File: config.mk
export PLATFORM = sky130hd
export DESIGN_NAME = wb_timer
export DESIGN_NICKNAME = d
export VERILOG_FILES = /design/src/rtl/wb_timer.sv
export SDC_FILE = /design/constraint.sdc
export NUM_CORES = 1
export LEC_CHECK = 0
export CAP_MARGIN = 10
export CORE_ASPECT_RATIO = 2
export CORE_MARGIN = 5
export CORE_UTILIZATION = 45
export CTS_CLUSTER_DIAMETER = 120
export DETAILED_ROUTE_END_ITERATION = 8
export PLACE_DENSITY_LB_ADDON = 0.25
export SLEW_MARGIN = 20
export SYNTH_ARGS = -nofsm -noshare
export SYNTH_HDL_FRONTEND = slang
export SYNTH_SLANG_ARGS = --single-unit
File: constraint.sdc
create_clock -name clk_i -period 6.4 [get_ports clk_i]
set_input_delay 1.6 -clock clk_i [delete_from_list [all_inputs] [get_ports clk_i]]
set_output_delay 1.6 -clock clk_i [all_outputs]
set_load 0.05 [all_outputs]
File: src/rtl/wb_timer.sv
// rtl/wb_timer.sv - Wishbone slave with two compare timers and a free-running cycle counter
module wb_timer #(
  parameter bit          cycle_cnt_en  = 1'b1,
  parameter logic [31:0] reset_compare = 32'hFFFF_FFFF
) (
  input  logic        clk_i,
  input  logic        rst_i,
  input  logic [31:0] wb_adr_i,
  input  logic [31:0] wb_dat_i,
  output logic [31:0] wb_dat_o,
  input  logic [3:0]  wb_sel_i,
  input  logic        wb_we_i,
  input  logic        wb_stb_i,
  input  logic        wb_cyc_i,
  output logic        wb_ack_o,
  output logic        intr
);

  // Only the word index is decoded; the remaining address bits are don't-care.
  logic        unused_adr;
  logic        access;
  logic        wr;
  logic        rd;
  logic [2:0]  idx;
  logic [31:0] lane_mask;
  logic [31:0] rd_data;
  logic [31:0] cycle_q;

  logic [1:0]  en_q;
  logic [1:0]  ar_q;
  logic [1:0]  irqen_q;
  logic [1:0]  trig_q;
  logic [31:0] cmp_q [2];
  logic [31:0] cnt_q [2];

  logic [1:0]  wr_tcr;
  logic [1:0]  wr_cmp;
  logic [1:0]  wr_cnt;
  logic [1:0]  match;

  assign unused_adr = ^{wb_adr_i[31:5], wb_adr_i[1:0]};

  // An access is accepted only while no ack is outstanding, so every
  // transfer takes two cycles and back-to-back strobes ack every other cycle.
  assign access    = wb_cyc_i & wb_stb_i & ~wb_ack_o;
  assign wr        = access & wb_we_i;
  assign rd        = access & ~wb_we_i;
  assign idx       = wb_adr_i[4:2];
  assign lane_mask = {{8{wb_sel_i[3]}}, {8{wb_sel_i[2]}}, {8{wb_sel_i[1]}}, {8{wb_sel_i[0]}}};

  // Per-timer register write strobes and match detection; a counter write
  // suppresses match evaluation for that timer in the same cycle.
  always_comb begin
    wr_tcr = '0;
    wr_cmp = '0;
    wr_cnt = '0;
    match  = '0;
    for (int t = 0; t < 2; t++) begin
      wr_tcr[t] = wr && (idx == 3'(3 * t)) && wb_sel_i[0];
      wr_cmp[t] = wr && (idx == 3'(3 * t + 1));
      wr_cnt[t] = wr && (idx == 3'(3 * t + 2));
      match[t]  = en_q[t] && (cnt_q[t] == cmp_q[t]) && !wr_cnt[t];
    end
  end

  // Timer state: counter, compare and control bits for both timers.
  always_ff @(posedge clk_i) begin
    for (int t = 0; t < 2; t++) begin
      if (rst_i) begin
        cnt_q[t]   <= '0;
        cmp_q[t]   <= reset_compare;
        en_q[t]    <= 1'b0;
        ar_q[t]    <= 1'b0;
        irqen_q[t] <= 1'b0;
        trig_q[t]  <= 1'b0;
      end else begin
        // Counter: bus load, then match (reload or hold), then count.
        if (wr_cnt[t]) begin
          cnt_q[t] <= (cnt_q[t] & ~lane_mask) | (wb_dat_i & lane_mask);
        end else if (match[t]) begin
          if (ar_q[t]) begin
            cnt_q[t] <= '0;
          end
        end else if (en_q[t]) begin
          cnt_q[t] <= cnt_q[t] + 32'd1;
        end

        // The match above already used the old compare value.
        if (wr_cmp[t]) begin
          cmp_q[t] <= (cmp_q[t] & ~lane_mask) | (wb_dat_i & lane_mask);
        end

        // A written EN always wins over the one-shot auto-clear.
        if (wr_tcr[t]) begin
          en_q[t]    <= wb_dat_i[0];
          ar_q[t]    <= wb_dat_i[1];
          irqen_q[t] <= wb_dat_i[2];
        end else if (match[t] && !ar_q[t]) begin
          en_q[t] <= 1'b0;
        end

        // Setting on a match beats a simultaneous write-1-to-clear.
        if (match[t]) begin
          trig_q[t] <= 1'b1;
        end else if (wr_tcr[t] && wb_dat_i[3]) begin
          trig_q[t] <= 1'b0;
        end
      end
    end
  end

  generate
    if (cycle_cnt_en) begin : g_cycle
      // Free-running cycle counter, wraps silently.
      always_ff @(posedge clk_i) begin
        if (rst_i) begin
          cycle_q <= '0;
        end else begin
          cycle_q <= cycle_q + 32'd1;
        end
      end
    end else begin : g_no_cycle
      assign cycle_q = '0;
    end
  endgenerate

  // Read data selection by word index.
  always_comb begin
    rd_data = '0;
    case (idx)
      3'd0:    rd_data = {28'd0, trig_q[0], irqen_q[0], ar_q[0], en_q[0]};
      3'd1:    rd_data = cmp_q[0];
      3'd2:    rd_data = cnt_q[0];
      3'd3:    rd_data = {28'd0, trig_q[1], irqen_q[1], ar_q[1], en_q[1]};
      3'd4:    rd_data = cmp_q[1];
      3'd5:    rd_data = cnt_q[1];
      3'd6:    rd_data = cycle_q;
      default: rd_data = '0;
    endcase
  end

  // Registered bus response and interrupt; reset drops any pending ack.
  always_ff @(posedge clk_i) begin
    if (rst_i) begin
      wb_ack_o <= 1'b0;
      wb_dat_o <= '0;
      intr     <= 1'b0;
    end else begin
      wb_ack_o <= access;
      if (rd) begin
        wb_dat_o <= rd_data;
      end
      intr <= |(trig_q & irqen_q);
    end
  end

endmodule
==> results of run 1 <==
==> power by group <==
group	total (mW)	leakage, nW	internal (mW)	switching, mW
combinational	0.332	2.57	0.130	0.202
clock	1.17	0.320	0.633	0.539
sequential	1.45	1.70	1.41	0.0444
==> cell families (layout without fill, tap and decap cells) <==
| group | count (synthesis) | in the layout | synth area share [%] |
|---|---|---|---|
| xor gates and xnor gates | 116 | 116 | 8.14 |
| and+or+nand+nor | 595 | 595 | 24.4 |
| muxes | 63 | 63 | 5.46 |
| adders and majority gates | 3 | 3 | 0.301 |
| AOI/OAI and AO/OA | 247 | 247 | 14.5 |
| DFF | 202 | 202 | 42.7 |
| buffers and inverters | 148 | 166 | 4.59 |
==> cells in the mapped netlist (4+ instances only) <==
master / number
a221o_1: 5
a221oi_1: 20
o221ai_1: 13
o2bb2ai_1: 5
xor2_1: 35
and3_1: 18
nand2_1: 99
and4_1: 8
nor2_1: 134
mux2_2: 11
a21o_1: 8
o22a_1: 25
nand3b_1: 4
nor4_1: 15
o21a_1: 7
buf_1: 16
a21oi_1: 22
or3_1: 9
edfxtp_1: 128
inv_1: 22
o21ai_0: 35
or4_1: 4
nand4_1: 38
nand4b_1: 7
o32a_1: 4
buf_2: 14
o22ai_1: 8
nor3_1: 24
clkbuf_1: 96
a32oi_1: 4
o211ai_1: 17
or2_2: 4
a31oi_1: 11
nand3_1: 134
a22oi_1: 46
nand2b_1: 72
dfxtp_1: 74
xnor2_1: 81
mux2i_1: 49
and2_1: 7
nor2b_1: 5
==> path summary, 6_finish.rpt <==
check	start	end	slack, ps	cells past startpoint
hold / removal	cycle_q[0]	cycle_q[0]	470	1
hold reg to reg	cycle_q[0]	cycle_q[0]	470	1
setup reg to reg	cnt_q[1][26]	cnt_q[1][23]	2710	7
setup / recovery	wb_adr_i[2]	cnt_q[0][28]	1880	8
==> final cells by class <==
cell class,count,area [sq um]
multi-input cells,1024,6620
flip-flops and latches,202,5330
inverters,22,82.6
well taps,352,440
clock buffers,25,571
repair buffers,110,1000
clock inverters,9,50.0
fillers,2545,13300
==> state kept, by name, indices dropped and copies added (netlist names) <==
name,cells
cmp_q,64
cnt_q,64
cycle_q,32
wb_dat_o,32
ar_q,2
en_q,2
irqen_q,2
trig_q,2
intr,1
wb_ack_o,1
==> metrics by stage <==
step / util (%) / total power [mW]
floorplan: - / 1.68
global placement: 49.1 / 1.81
detailed placement: 49.1 / 1.81
CTS: 51.4 / 2.96
global route: 51.4 / 3.03
finish: 51.4 / 2.96
==> placed cells by master, fill, tap and decap left out, types with 13 or more instances in the layout <==
cell type,count
a21oi_1,22
a221oi_1,20
a22oi_1,46
and3_1,18
buf_4,33
clkbuf_16,21
clkdlybuf4s50_1,74
dfxtp_1,74
edfxtp_1,128
inv_1,24
mux2i_1,49
nand2_1,99
nand2b_1,72
nand3_1,134
nand4_1,38
nor2_1,131
nor3_1,24
nor4_1,14
o211ai_1,17
o21ai_0,35
o221ai_1,13
o22a_1,25
xnor2_1,81
xor2_1,35
==> layer usage <==
metal	track usage, %	share of wire [%]	vias up
li1	-	-	5054
met2	42.6	50	468
met1	30.4	38	5233
met3	2.00	6.0	104
met4	14.2	6.5	0
met5	0	0	-
==> worst max-delay path, stage by stage <==
cell	delay [ps]
clkdlybuf4s50_1	560
buf_4	230
nand2b_1	530
nor3_1	200
nor2_1	160
and2_1	750
nand2_1	520
o22ai_1	300
==> metrics.md, run 1 <==
| Metric | Value |
|---|---|
| Vias | `10,900` |
| Layout cells sized above 1 | `under 10%` |
| Status | `finished, final reports clean` |
| First-pass iteration count of the detailed router | `6` |
| Die Wd | `128 um` |
| Register bit total from synthesis | `~200` |
| CP Class | `in -> reg` |
| Crit path time final | `~4500 ps` |
| Crit path capture type | `flop` |
| Worst slew pin tran | `1060 ps` |
| Max-Cap Viols | `0` |
| Largest net degree at the start of global routing | `81` |
| IO Port Bufs | `just under 80` |
| Post-synthesis sequential area ratio | `42.7%` |
| Core area | `27,400 sq um` |
| CTS tree | `yes` |
| TritonCTS Buffers | `19` |
| Fmax | `between 200 and 250 MHz` |
| H-tree levels | `1` |
| Number of synthesized flops with an enable pin | `128` |
| Arr. time, crit path | `4870 ps` |
| Post-synth top area cell | `edfxtp_1` |
| Fin worst setup slack | `1880 ps` |
| Worst-path clk slew | `70 ps` |
| Power density over the cells | `210 nW/um^2` |
| Area after DPL | `13,500 sq um` |
| Yosys Warn Count | `0` |
| Cts hold-fix bufs | `0` |
| Unrepaired setup endpoints after global routing | `no` |
| CP Launch Type | `input port` |
| Synth top area cells | `edfxtp_1, dfxtp_1, xnor2_1` |
| Starting Density | `45.5%` |
| Die height | `246 um` |
| Layout Nets | `around 1,500` |
| # IOs | `107` |
| Synthesized area | `~12,000 sq um` |
| Worst hold path class | `reg -> reg` |
| Initial antenna violation count | `0` |
| Congestion Overflow GR | `0` |
| Post-Place Cells | `1,710` |
| Post-CTS Setup Inserts | `0` |
| Routed WL per cell | `roughly 23 um` |
| Number of global-route vias before repair | `10,300` |
| Iter 0 DRT Violations | `about 1,100` |
| Global-route wire length before repair | `60,800 um` |
| CP required | `6750 ps` |
| Most used flip-flop cell after synthesis | `edfxtp_1` |
| Synthesized net count | `1,450` |
| Cell variety after synth | `61` |
| Final WL | `40,100 um` |
| Placement Rows | `86` |
| Via/cell ratio | `6.23` |
| Final setup viols | `0` |
| Fin cells | `~1,700` |
| Max FO, Critical Path | `21` |
| Post-Place Setup Slack | `1430 ps` |
| Average size of a mapped cell | `9.08 sq um` |
| Synth async-reset ratio | `0%` |
| Clock buffer depth | `3` |
| Relative slew margins | `roughly 28%` |
| DP Wirelength | `29,900 um` |
| Hold Vio Cnt, Final | `0` |
| Leak pwr | `4.59 nW` |
| Tot GR Track Use | `24.9%` |
| Post-CTS sizing | `0` |
| VDD IR-drop max | `~0.14 mV` |
| Clk_skew | `about 9.1 ps` |
| Max-slew violations | `0` |
| Total Die Area | `31,400 sq um` |
| Post-Route Setup TNS | `0 ps` |
| Antenna cell count | `0` |
| Hold_ws | `467 ps` |
| Area grow syn2layout | `12.9%` |
| DRC violations left | `0` |
| Tcrit/Tclk final | `70.7%` |
| Syn Inst Count | `between 1,000 and 1,500` |
| Clock latency at the later pin of the worst-skew pair | `around 520 ps` |
| Clock Root Buffer | `clkbuf_16` |
| Design area | `14,100 sq um` |
| Post-route ant nets | `0` |
| Final GP Congestion | `around 0.95` |
| Clock sinks | `roughly 200` |
| Area share of the largest cell type after synthesis | `30.8%` |
(Power assumes the default switching activity.)
==> inputs of run 2 (changes only) <==
==> constraint.sdc (replaced) <==
create_clock -name clk_i -period 4.2 [get_ports clk_i]
set_input_delay 1.05 -clock clk_i [delete_from_list [all_inputs] [get_ports clk_i]]
set_output_delay 1.05 -clock clk_i [all_outputs]
set_load 0.05 [all_outputs]
==> metrics.md, run 2 (synthesis gave the netlist of run 1 again) <==
| Metric | Value |
|---|---|
| Status | `finished, final reports clean` |
| Post-Route Setup TNS | `0 ps (unchanged)` |
| Worst-path clk slew | `70 ps (about the same)` |
| Congestion Overflow GR | `0 (unchanged)` |
| # IOs | `107 (unchanged)` |
| Placement Rows | `86 (unchanged)` |
| Tcrit/Tclk final | `80.1%` |
| Cts hold-fix bufs | `0 (unchanged)` |
| Clock latency at the later pin of the worst-skew pair | `520 ps (about the same)` |
| H-tree levels | `1 (unchanged)` |
| Fill count | `2,586 (+1.6%)` |
| Vias | `10,800 (-0.99%)` |
| Total Die Area | `31,400 sq um (unchanged)` |
| Design area | `14,300 sq um (+1.3%)` |
| Antenna cell count | `0 (unchanged)` |
| CP Launch Type | `flop` |
| Worst slew pin tran | `1050 ps (-10.1 ps)` |
| Area grow syn2layout | `14.4%` |
| Post-CTS sizing | `0 (unchanged)` |
| Crit path capture type | `flop` |
| Max FO, Critical Path | `8 (-62%)` |
| Final GP Congestion | `0.940 (-0.66%)` |
| Post-CTS Setup Inserts | `0 (unchanged)` |
| Die height | `246 um (unchanged)` |
| Layout Nets | `1,472 (+1.2%)` |
| Largest net degree at the start of global routing | `66 (-19%)` |
| Number of global-route vias before repair | `10,200 (-1.4%)` |
| Clock Root Buffer | `clkbuf_16` |
| Biggest regs | `cmp_q x64, cnt_q x64` |
| Global-route wire length before repair | `61,100 um (+0.40%)` |
| CP Cell Sequence | `xnor2_1 -> nand4_1 -> nor4_1 -> nand2_1 -> or4b_1 -> a41oi_1` |
| Initial antenna violation count | `0 (unchanged)` |
| VDD IR-drop max | `0.222 mV (+56%)` |
| IO Port Bufs | `77 (unchanged)` |
| Relative slew margins | `29.0% (+0.68 points)` |
| Crit path time final | `~3400 ps` |
| Worst hold path class | `reg -> reg` |
| Final WL | `40,300 um (+0.56%)` |
| Max-slew violations | `0 (unchanged)` |
| Arr. time, crit path | `3710 ps (-1160 ps)` |
| Fmax | `297 MHz` |
| TritonCTS Buffers | `20 (+1)` |
| Post-route ant nets | `0 (unchanged)` |
| First-pass iteration count of the detailed router | `6 (unchanged)` |
| Buf+Inv Stages, Crit Path | `0 (-2)` |
| Via/cell ratio | `6.11 (-2.0%)` |
| Clock buffer depth | `3 (unchanged)` |
| Core area | `27,400 sq um (unchanged)` |
| Most frequent cells in the layout | `nand3_1, nor2_1, edfxtp_1` |
| Layout cells sized above 1 | `8.52% (+1.2 points)` |
| Clock sinks | `202 (unchanged)` |
| DP Wirelength | `30,800 um (+3.0%)` |
| Unrepaired setup endpoints after global routing | `no` |
| Tot GR Track Use | `25.2% (+0.31 points)` |
| Crit path max-delay cell type | `nor4_1` |
| DRC violations left | `0 (unchanged)` |
| Fin cells | `1,761 (+0.97%)` |
| Hold Vio Cnt, Final | `0 (unchanged)` |
| Hold_ws | `463 ps (-3.48 ps)` |
| Worst path max stage delay | `800 ps (+50 ps)` |
| CP delay by family, top | `simple AND/OR/NAND/NOR gates` |
| Power density over the cells | `319 nW/um^2 (+52%)` |
| Max-Cap Viols | `0 (unchanged)` |
| Iter 0 DRT Violations | `904 (-19%)` |
| Finished Core Util | `52.0% (+0.66 points)` |
| Clk_skew | `11.5 ps (+2.38 ps)` |
| Final setup viols | `0 (unchanged)` |
| Leak pwr | `4.68 nW (+2.1%)` |
| Commonest non-fill, non-tap cell in the layout | `nand3_1` |
| Die Wd | `128 um (unchanged)` |
| Area after DPL | `13,600 sq um (+1.2%)` |
| Starting Density | `45.5% (unchanged)` |
| CP required | `4550 ps (-2200 ps)` |
| Post-Place Cells | `1,726 (+0.94%)` |
| CTS tree | `yes` |
| Routed WL per cell | `22.9 um (-0.41%)` |
| CP Class | `reg -> reg` |
run 2: cell count changes in the layout (fill, tap and decap cells not counted), sizes merged:
| cell | before | now |
|---|---|---|
| buf | 36 | 53 |
| clkdlybuf4s50 | 74 | 73 |
| clkinv | 6 | 4 |
| inv | 25 | 24 |
| clkbuf | 25 | 29 |
run 2: final cells by class:
class	count	area [sq um]	share of cell area [%]
Multi-Input combinational cell	1024	6620	46.4
Inverter	22	82.6	0.578
Tap cell	352	440	3.08
Sequential cell	202	5330	37.3
Clock inverter	6	32.5	0.228
Clock buffer	29	617	4.32
Timing Repair Buffer	126	1160	8.10
run 2: stage by stage:
step,power [mW],setup slack [ps]
after floorplan,2.56,682
after CTS,4.59,937
after global placement,2.76,609
after detailed placement,2.76,629
after global routing,4.71,806
final,4.56,835
run 2: where the power goes:
| group | switching, mW | internal [mW] | total [mW] |
|---|---|---|---|
| registers | 0.0681 | 2.15 | 2.21 |
| logic | 0.304 | 0.206 | 0.511 |
| clock network | 0.812 | 1.02 | 1.84 |
| total | 1.18 | 3.38 | 4.56 |
run 2: final timing paths:
check / start / depth (start not counted) / slack [ps] / to
setup / recovery: cnt_q[1][31] / 6 / 840 / cnt_q[1][10]
hold / removal: wb_dat_o[0] / 2 / 460 / wb_dat_o[0]
setup reg to reg: cnt_q[1][31] / 6 / 840 / cnt_q[1][10]
hold reg to reg: wb_dat_o[0] / 2 / 460 / wb_dat_o[0]
run 2: routing by layer:
metal  wire [um]  vias to the layer above  GRT usage, %
met5           0                        -             0
met4        2040                        0          11.7
met3        2410                       79          2.35
met2       20300                      425          42.9
met1       15600                     5150          32.0
li1            -                     5097             -
run 2: worst min-delay path, cell delays in order (launching register included):
cell and delay [ps]:
dfxtp_1 310, nand2_1 50, a21oi_1 50
==> variant (flow settings as in run 1) <==
Remove the register `intr`: a continuous assignment takes its place, so the output `intr` follows one clock earlier.
--- a/src/rtl/wb_timer.sv
+++ b/src/rtl/wb_timer.sv
@@ -144,14 +144,14 @@
     if (rst_i) begin
       wb_ack_o <= 1'b0;
       wb_dat_o <= '0;
-      intr     <= 1'b0;
     end else begin
       wb_ack_o <= access;
       if (rd) begin
         wb_dat_o <= rd_data;
       end
-      intr <= |(trig_q & irqen_q);
     end
   end
 
+  assign intr = |(trig_q & irqen_q);
+
 endmodule
Check against the original RTL: not equivalent (a bounded check fails within 10 cycles, from zero or initial values and one cycle with rst_i high).
==> variant against run 1 <==
Clock skew is 24 ps higher. Sequential power about the same. Cell area fell by 0.56%. Area after synthesis decreased by 1.4%. Global-route usage is 1.7 points higher. Wire length increased by 4.5%. Setup slack got worse by 440 ps. Sequential cell count decreased by 1. Total power up 2.7%. Hold slack worse by 13 ps. First-iteration DRC count fell by 1.1%.
==> variant: results (changes against run 1) <==
| Metric | Value |
|---|---|
| Switching share of power | 26.5% (was 26.6%) |
| Worst path max stage delay | 700 ps (was 750 ps) |
| Largest net degree at the start of global routing | 71 (was 81) |
| Vias | 10900 (about the same) |
| Worst Reg-to-Reg Cells | 8 (was 7) |
| Worst-margin pin slew | 1150 ps (was 1060 ps) |
| Outcome | finished, final reports clean (unchanged) |
| P_leak | 4.70 nW (was 4.59 nW) |
| Post-synthesis net count | 1464 (was 1450) |
| H-tree levels | 1 (unchanged) |
| RR Startpoint | cnt_q[1][1] (was cnt_q[1][26]) |
| Ys async rst share | 0% (unchanged) |
| Register area share after synthesis | 43.1% (was 42.7%) |
| Hold path depth | 2 (was 1) |
| Post-cts sizing count | 0 (unchanged) |
| Number of synthesized flops with an enable pin | 128 (unchanged) |
| Worst Hold Path EP | wb_dat_o[3] (was cycle_q[0]) |
| Synth top cells by count | nor2_1 (147), edfxtp_1 (128), nand2_1 (123) (was nand3_1 (134), nor2_1 (134), edfxtp_1 (128)) |
| Global-route wire length before repair | 63600 um (was 60800 um) |
| Hold Startpoint | wb_dat_o[3] (was cycle_q[0]) |
| GPL Wtd Cong | 0.960 (was 0.946) |
| Initial drt markers | 1100 (was 1112) |
| Critical-path top delay cell | or3_1 (was and2_1) |
| CTS clk-pin slew, worst paths | 60 ps |
| RR Endpoint | cnt_q[1][2] (was cnt_q[1][23]) |
| Top_reg_cell synth | edfxtp_1 (unchanged) |
| Bufs on Longest Clock Path | 3 (unchanged) |
| Share of cells above drive strength 1 | 7.46% (was 7.33%) |
| CP Max Fanout | 18 (was 21) |
| CTS Buf Count | 21 (was 19) |
| Skew final | 32.7 ps (was 9.08 ps) |
| Netlist cell types | 72 (was 61) |
| CP Data Arrival Time | 5220 ps (was 4870 ps) |
| Port-buffer cells | 77 (unchanged) |
| Setup Fix Bufs, Post-CTS | 0 (unchanged) |
| Clk Latency, worst-skew pair | 540 ps (was 520 ps) |
| FF-to-FF setup slack | 2160 ps (was 2710 ps) |
| Post-DP HPWL | 31800 um (was 29900 um) |
| DR WL/cell | 23.5 um (was 23.0 um) |
| Total global-route track usage | 26.6% (was 24.9%) |
| Drt pass-1 iters | 5 (was 6) |
| Area contributors post-synth | edfxtp_1 (31%), dfxtp_1 (12%), nand3_1 (4.7%) (was edfxtp_1 (31%), dfxtp_1 (12%), xnor2_1 (5.7%)) |
| Initial antenna violation count | 0 (unchanged) |
| Top flop regs | cmp_q (64), cnt_q (64) (unchanged) |
| VDD IR-drop max | 0.000176 V (was 0.000142 V) |
==> variant: power by group through the flow <==
stage / Clock, W / Sequential (W) / Combinational, W
after floorplan: 0 / 0.00148 / 0.000185
after global placement: 0 / 0.00148 / 0.000326
after detailed placement: 0 / 0.00148 / 0.000328
after CTS: 0.00127 / 0.00145 / 0.000329
after global routing: 0.00132 / 0.00145 / 0.000354
final: 0.00126 / 0.00145 / 0.000330
==> variant: per-layer routing <==
metal / share of wire (%) / vias up / track usage, %
li1: - / 5108 / -
met1: 38 / 5265 / 32.2
met2: 50 / 441 / 45.6
met3: 5.5 / 102 / 2.13
met4: 6.6 / 0 / 15.6
met5: 0 / - / 0
==> variant: area by class of cell <==
| class | count | area (sq um) |
|---|---|---|
| fillers | 2580 | 13000 |
| multi-input cells | 1058 | 6480 |
| flip-flops and latches | 201 | 5310 |
| repair buffers | 110 | 1000 |
| clock buffers | 32 | 649 |
| well taps | 348 | 435 |
| inverters | 28 | 105 |
| clock inverters | 6 | 41.3 |
==> variant: logic make-up after synthesis <==
logic type | share of synthesized area [%]
compound gates | 15.7
xor+xnor | 7.04
fa+ha+maj | 0.305
buf+inv | 4.41
flops | 43.1
mux | 5.16
simple gates | 24.3
==> variant: critical path, delay by kind of cell <==
| family | cells | cell delay, ps |
|---|---|---|
| AOI/OAI and AO/OA | 1 | 360 |
| buffers and inverters | 3 | 1090 |
| and+or+nand+nor | 5 | 2160 |
==> variant: metrics by stage <==
step / setup slack, ps / utilization, % / hold WS [ps] / cell area (sq um) / cells
3_3_place_gp: 959 / 49.3 / 446 / 13300 / 1745
3_5_place_dp: 908 / 49.3 / 448 / 13300 / 1745
5_1_grt: 1350 / 51.9 / 494 / 14000 / 1783
4_1_cts: 1440 / 51.9 / 457 / 14000 / 1783
6_report: 1440 / 51.9 / 453 / 14000 / 1783
2_1_floorplan: 1770 / - / 437 / 12300 / 1388
==> variant: how the worst max path moves through the flow <==
| stage | from | end | slack (ps) | cells after the start |
|---|---|---|---|---|
| 6_report | wb_we_i | cnt_q[1][2] | 1440 | 9 |
| 5_1_grt | wb_we_i | cnt_q[1][2] | 1350 | 9 |
| 4_1_cts | wb_we_i | cnt_q[1][2] | 1440 | 9 |
| 3_5_place_dp | wb_we_i | cnt_q[1][7] | 910 | 9 |
| 3_3_place_gp | wb_we_i | cnt_q[1][7] | 960 | 9 |
| 2_1_floorplan | wb_adr_i[3] | cnt_q[1][0] | 1770 | 8 |
